**src/rtl/v_relu_requant.sv**
```systemverilog
// v_relu_requant: ReLU + fixed-point rescale + saturation stage after the vector MAC.
// Pulls MAC results chunk-wise from an upstream v_fifo and pushes requantised chunks
// to a downstream v_fifo, one chunk per READ -> WAIT -> WRITE pass.
//
// Ports:
//   clk_in           clock, rising edge
//   rst_in           synchronous active-low reset
//   in_data_ready    upstream FIFO holds at least one chunk
//   in_data          upstream chunk, valid the cycle after req_chunk_in
//   req_chunk_in     read strobe to upstream FIFO (combinational)
//   out_ready        downstream FIFO can accept a chunk
//   write_out_data   registered result chunk
//   req_chunk_out    write strobe to downstream FIFO (combinational)
//   out_vector_valid high with the write of the last chunk of a vector
module v_relu_requant #(
   parameter int unsigned InVecLength = 11,
   parameter int unsigned WorkingRegs = 11,
   parameter int unsigned NBits       = 8,
   parameter int unsigned ScaleMult   = 1,
   parameter int unsigned Shift       = 0
) (
   input  logic                                clk_in,
   input  logic                                rst_in,
   input  logic                                in_data_ready,
   input  logic [WorkingRegs-1:0][NBits-1:0]   in_data,
   output logic                                req_chunk_in,
   input  logic                                out_ready,
   output logic [WorkingRegs-1:0][NBits-1:0]   write_out_data,
   output logic                                req_chunk_out,
   output logic                                out_vector_valid
);

   localparam int unsigned NumChunks = InVecLength / WorkingRegs;
   localparam int unsigned CntW      = (NumChunks > 1) ? $clog2(NumChunks) : 1;
   localparam int unsigned ProdW     = 2 * NBits;
   // One extra bit so the rounding add can never wrap.
   localparam int unsigned SumW      = ProdW + 1;

   localparam logic [NBits-1:0] ScaleW    = NBits'(ScaleMult);
   localparam logic [CntW-1:0]  LastChunk = CntW'(NumChunks - 1);
   localparam logic [SumW-1:0]  MaxPos    = SumW'((64'd1 << (NBits - 1)) - 64'd1);
   // Half an LSB of the shifted result; evaluates to zero when Shift is zero.
   localparam logic [SumW-1:0]  RoundBias = SumW'((64'd1 << Shift) >> 1);

   typedef enum logic [1:0] {
      S_READ  = 2'd0,
      S_WAIT  = 2'd1,
      S_WRITE = 2'd2
   } state_t;

   state_t                            state;
   state_t                            state_nxt;
   logic [CntW-1:0]                   cnt;
   logic [CntW-1:0]                   cnt_nxt;
   logic                              load;
   logic [WorkingRegs-1:0][NBits-1:0] proc_data;

   // ReLU, multiply, round-half-up shift, clamp to the largest positive value.
   function automatic logic [NBits-1:0] requant(input logic [NBits-1:0] x);
      logic [ProdW-1:0] r;
      logic [ProdW-1:0] p;
      logic [SumW-1:0]  q;
      r = x[NBits-1] ? '0 : ProdW'(x);
      p = r * ProdW'(ScaleW);
      q = (SumW'(p) + RoundBias) >> Shift;
      if (q > MaxPos) begin
         return NBits'(MaxPos);
      end
      return NBits'(q);
   endfunction

   // Element-wise datapath on the incoming chunk.
   always_comb begin
      proc_data = '0;
      for (int i = 0; i < int'(WorkingRegs); i++) begin
         proc_data[i] = requant(in_data[i]);
      end
   end

   // State, chunk counter and result register.
   always_ff @(posedge clk_in) begin
      if (!rst_in) begin
         state          <= S_READ;
         cnt            <= '0;
         write_out_data <= '0;
      end else begin
         state <= state_nxt;
         cnt   <= cnt_nxt;
         if (load) begin
            write_out_data <= proc_data;
         end
      end
   end

   // Next state and FIFO strobes; strobes are forced low while reset is held.
   always_comb begin
      state_nxt        = state;
      cnt_nxt          = cnt;
      load             = 1'b0;
      req_chunk_in     = 1'b0;
      req_chunk_out    = 1'b0;
      out_vector_valid = 1'b0;

      case (state)
         S_READ: begin
            req_chunk_in = in_data_ready;
            if (in_data_ready) begin
               state_nxt = S_WAIT;
            end
         end
         S_WAIT: begin
            load      = 1'b1;
            state_nxt = S_WRITE;
         end
         S_WRITE: begin
            req_chunk_out = out_ready;
            if (out_ready) begin
               state_nxt = S_READ;
               if (cnt == LastChunk) begin
                  out_vector_valid = 1'b1;
                  cnt_nxt          = '0;
               end else begin
                  cnt_nxt = cnt + CntW'(1);
               end
            end
         end
         default: begin
            state_nxt = S_READ;
         end
      endcase

      if (!rst_in) begin
         req_chunk_in     = 1'b0;
         req_chunk_out    = 1'b0;
         out_vector_valid = 1'b0;
      end
   end

endmodule

```
**config.mk**
```make
export PLATFORM = sky130hd
export DESIGN_NAME = v_relu_requant
export DESIGN_NICKNAME = d
export VERILOG_FILES = /design/src/rtl/v_relu_requant.sv
export SDC_FILE = /design/constraint.sdc
export NUM_CORES = 1
export LEC_CHECK = 0
export CORE_UTILIZATION = 40
export CTS_BUF_LIST = sky130_fd_sc_hd__clkbuf_4
export CTS_CLUSTER_SIZE = 25
export DETAILED_ROUTE_END_ITERATION = 8
export GPL_ROUTABILITY_DRIVEN = 0
export HOLD_SLACK_MARGIN = 0.02
export PLACE_DENSITY = 0.8
export SLEW_MARGIN = 40
export SYNTH_ARGS = -nofsm -noshare
export SYNTH_HDL_FRONTEND = slang
export SYNTH_SLANG_ARGS = --single-unit
```
**constraint.sdc**
```tcl
create_clock -name clk_in -period 1.9 [get_ports clk_in]
set_input_delay 0.57 -clock clk_in [delete_from_list [all_inputs] [get_ports clk_in]]
set_output_delay 0.57 -clock clk_in [all_outputs]
set_load 0.005 [all_outputs]
```
=== Yosys cells after proc, flatten, opt, wreduce, memory -nomap -nowiden ===
Index checks and enable logic that the tools add are counted.

* Register bits after elaboration: 91
* Input port bits: 92

* Add/subtract/negate cells: 1
* Magnitude comparators: 11
* Eq/ne operators: 4
* Muxes and demuxes: 57
* Reduce and logical (&&, ||, !) cells: 3

{| class="wikitable"
|+ Operators by type and width
! operator !! number
|-
| 8-bit two-way mux || 22
|-
| 7-bit greater-than comparator, second input constant || 11
|-
| 7-bit two-way mux || 11
|-
| 1-bit two-way mux || 21
|-
| 2-bit one-hot mux with 3 select lines || 1
|-
| 2-bit two-way mux || 2
|-
| 2-bit != test, second input constant || 2
|-
| 2-bit AND reduction || 2
|-
| 2-bit by 1-bit equality test with 1-bit output, second input constant || 1
|-
| 2-bit equality test, second input constant || 1
|-
| 2-bit logical NOT || 1
|-
| 1-bit adder, second input constant || 1
|}

=== Logic depth before layout (Yosys ltp) ===
* Depth in word-level cells: 4
* Gate-level depth with buffers: 6

=== Least setup slack after synthesis ===
Ideal clock, no wire load.

* Kind: in2out
* From: in rst_in
* To: out req_chunk_in
* Arrival: 1,281 ps
* Setup slack: 49 ps
* Cell stages on the path: 3
* Path buffers: 2
* Cell sequence: clkbuf_1 clkbuf_1 nor4bb_1

* Longest elaborated chain between the ends: 1

{| class="wikitable"
|+ Ends and longest elaborated chain
! element !! RTL line !! source
|-
| from (decl) || 23 || <nowiki>input logic rst_in,</nowiki>
|-
| 1-bit two-way mux || 132 || <nowiki>if (!rst_in) begin</nowiki>
|-
| to (decl) || 26 || <nowiki>output logic req_chunk_in,</nowiki>
|}

No other way between the ends.

=== Final worst setup path ===
* From: reg write_out_data[25] in the netlist's numbering
* To: out write_out_data[25] in the netlist's numbering

{| class="wikitable"
|+ RTL lines
! element !! RTL line !! source
|-
| from (decl) || 28 || <nowiki>output logic [WorkingRegs-1:0][NBits-1:0] write_out_data,</nowiki>
|-
| from (signal assigned) || 90 || <nowiki>write_out_data <= proc_data;</nowiki>
|}

No word-level cell between the ends.

==> results.sh <==
export IMPL_status="complete, no violations"
export IMPL_dieArea_um2=8804
export IMPL_viasPerCell=4.911
export IMPL_antenna_cells=0
export IMPL_cp_depth=1
export IMPL_routed_wl_um=8762
export IMPL_dpl_hpwl_um=5975
export IMPL_p_leak_nw=2.100
export IMPL_path_delay_family="buffers and inverters"
export IMPL_grt_setup_unrepaired="false"
export IMPL_r2r_slack_ps=540
export IMPL_die_h_um=93.83
export IMPL_required_ps=1330
export IMPL_ys_seq_area_frac=0.4688
export IMPL_maxCapViolCount=0
export IMPL_power_density_nw_per_um2=587.3
export IMPL_rows=33
export IMPL_cp_end_kind="primary output"
export IMPL_synth_flop_cell="dfxtp_1"
export IMPL_yosysUniqueCellTypes=18
export IMPL_max_slew_margin_rel=0.6362
export IMPL_cpPeakStageDelay_ps=520
export IMPL_synth_area_top_cells="dfxtp_1 (47%), nand3b_1 (17%), a21boi_0 (11%)"
export IMPL_cp_num_buf_inv=1
export IMPL_hold_path_end="write_out_data[17]$_SDFFE_PN0N_"
export IMPL_reg2reg_depth=4
export IMPL_cts_tree="built"
export IMPL_core_um2=8175
export IMPL_clock_fmax_mhz=543.3
export IMPL_grt_pass1_wl_um=13220
export IMPL_first_iter_violations=78
export IMPL_tns_ps=0
export IMPL_async_flop_share=0
export IMPL_min_from="rst_in"
export IMPL_r2r_start="state[0]$_SDFFE_PN0P_"
export IMPL_synth_area_um2=3373
export IMPL_dr_total_vias=3074
export IMPL_slowest_stage="clkdlybuf4s50_1"
export IMPL_synth_seq_cells=79
export IMPL_yosys_top_cells_count="dfxtp_1 (79), nand2_1 (77), nand3b_1 (77)"
export IMPL_setup_viol=0
export IMPL_min_period_ps=1841
export IMPL_holdBufCountCts=0
export IMPL_layout_nets=609
export IMPL_min_path_cells=2
export IMPL_reg2reg_to="write_out_data[46]$_SDFFE_PN0N_"
export IMPL_fin_skew_ps=16.71
export IMPL_grt_max_degree=79
export IMPL_portBuffers=171
export IMPL_htree_levels=3
export IMPL_synth_cells=357
export IMPL_path_cells="clkdlybuf4s50_1"
export IMPL_yosysTopAreaCellShare=0.4688
export IMPL_cts_buffers_inserted=9
export IMPL_synth_most_common_cell="dfxtp_1"
export IMPL_multiInputGateArea_um2=1556
export IMPL_seqCellArea_um2=1624
export IMPL_hold_violations=0
export IMPL_drc=0
export IMPL_irDropWorstVdd_mv=0.3351
export IMPL_worst_slew_pin_slew_ps=545.7
export IMPL_synthToLayoutAreaGrowth_pct=54.97
export IMPL_synth_edff_count=0
export IMPL_cts_path_max_buffers=2
export IMPL_crit_arrival_ps=1270
export IMPL_grt_pass1_vias=2773
export IMPL_drive_gt1_frac=0.1190
export IMPL_grt_usage=0.1921
export IMPL_die_x_um=93.83
export IMPL_drtPass1Iterations=4
export IMPL_initial_core_util=0.4126
export IMPL_overflow=0
export IMPL_final_antenna_net_count=0
export IMPL_clk_pin_slew_ps=130
export IMPL_p_total_mw=3.070
export IMPL_wire_per_inst_um=14.00
export IMPL_fillers=713
export IMPL_insertion_delay_ps=410
export IMPL_critPathLaunchType="flop"
export IMPL_finalCritPeriodShare=0.9688
export IMPL_num_io_pins=183
export IMPL_avgSynthCellArea_um2=9.449
export IMPL_cts_root_buf="clkbuf_4"
export IMPL_crit_fanout=2
export IMPL_antenna_found_initial=0
export IMPL_cts_sinks=79
export IMPL_ys_warn_count=0
export IMPL_final_max_slew_viol_count=0
export IMPL_yosysTopAreaCell="dfxtp_1"
export IMPL_worstSetupPathType="flop to primary output"
export IMPL_hold_path_class="primary input to flop"
export IMPL_hold_ws_ps=433.9
[registers in the layout, indices dropped and copies added, names as in the netlist]
register	flops
state	2
write_out_data	77
[layout make-up]
class,instances,area share
clock buffer,10,0.01436
clock inverter,5,0.005026
multi-input combinational,249,0.2977
sequential,79,0.3107
tap,105,0.02513
timing repair buffer,178,0.3471
[how the worst max path moves through the flow]
stage,start,to,slack (ps)
floorplan,rst_in,req_chunk_in,50
global placement,in_data_ready,req_chunk_in,-540
detailed placement,in_data_ready,req_chunk_in,-530
CTS,write_out_data[77]$_SDFFE_PN0N_,write_out_data[77],4
global route,write_out_data[3]$_SDFFE_PN0N_,write_out_data[3],0.3
finish,write_out_data[25]$_SDFFE_PN0N_,write_out_data[25],60
[per-stage QoR]
step / area (µm²) / worst slack (ps) / util / instances
global placement: 5039 / -540.4 / 0.6163 / 609
floorplan: 3411 / 49.11 / - / 367
finish: 5228 / 59.23 / 0.6394 / 626
global route: 5228 / 0.3485 / 0.6394 / 626
detailed placement: 5039 / -529.8 / 0.6163 / 609
CTS: 5122 / 4.223 / 0.6266 / 624
[metal layers]
metal | routed length (µm) | GRT usage | share of wire | up-vias
met5 | 0 | 0 | 0 | -
li1 | - | - | - | 1513
met1 | 3861 | 0.2325 | 0.44 | 1435
met3 | 650 | 0.06311 | 0.074 | 12
met2 | 4111 | 0.3102 | 0.47 | 114
met4 | 139 | 0.08205 | 0.016 | 0
[what timing repair did]
action	4_1_cts	5_1_grt
pin swaps	1	0
cloned	0	0
endpoints found under the setup margin	3	48
setup buffers	0	2
gates resized for setup	14	53
[logic make-up after synthesis]
group,Yosys count,synth area share
flops,79,0.4688
compound gates,78,0.1736
buf+inv,39,0.08308
other cells,1,0.001112
simple gates,160,0.2734
[power by group]
group / switching [mW] / leakage [nW] / internal (mW)
combinational: 0.192 / 1.38 / 0.331
sequential: 0.0266 / 0.657 / 1.71
clock: 0.544 / 0.0595 / 0.267
[worst register-to-register path: cells and delay by family, from the launching register on]
family	cells	cell delay, ps
AOI/OAI and AO/OA	1	200
buffers and inverters	1	310
DFF	1	430
and+or+nand+nor	2	340
[cell usage in the layout, fill, tap and decap left out, drive strengths merged]
cell type / instances
nor4bb: 1
nor3b: 1
clkdlybuf4s50: 146
buf: 11
nand2: 77
dlygate4sd2: 2
clkbuf: 10
conb: 11
clkinv: 4
dfxtp: 79
and4bb: 1
dlymetal6s2s: 19
clkinvlp: 1
a21boi: 77
and4b: 1
nand2b: 1
nor2b: 1
nand3b: 77
o21a: 1
Power figures use the tool's default switching activity.
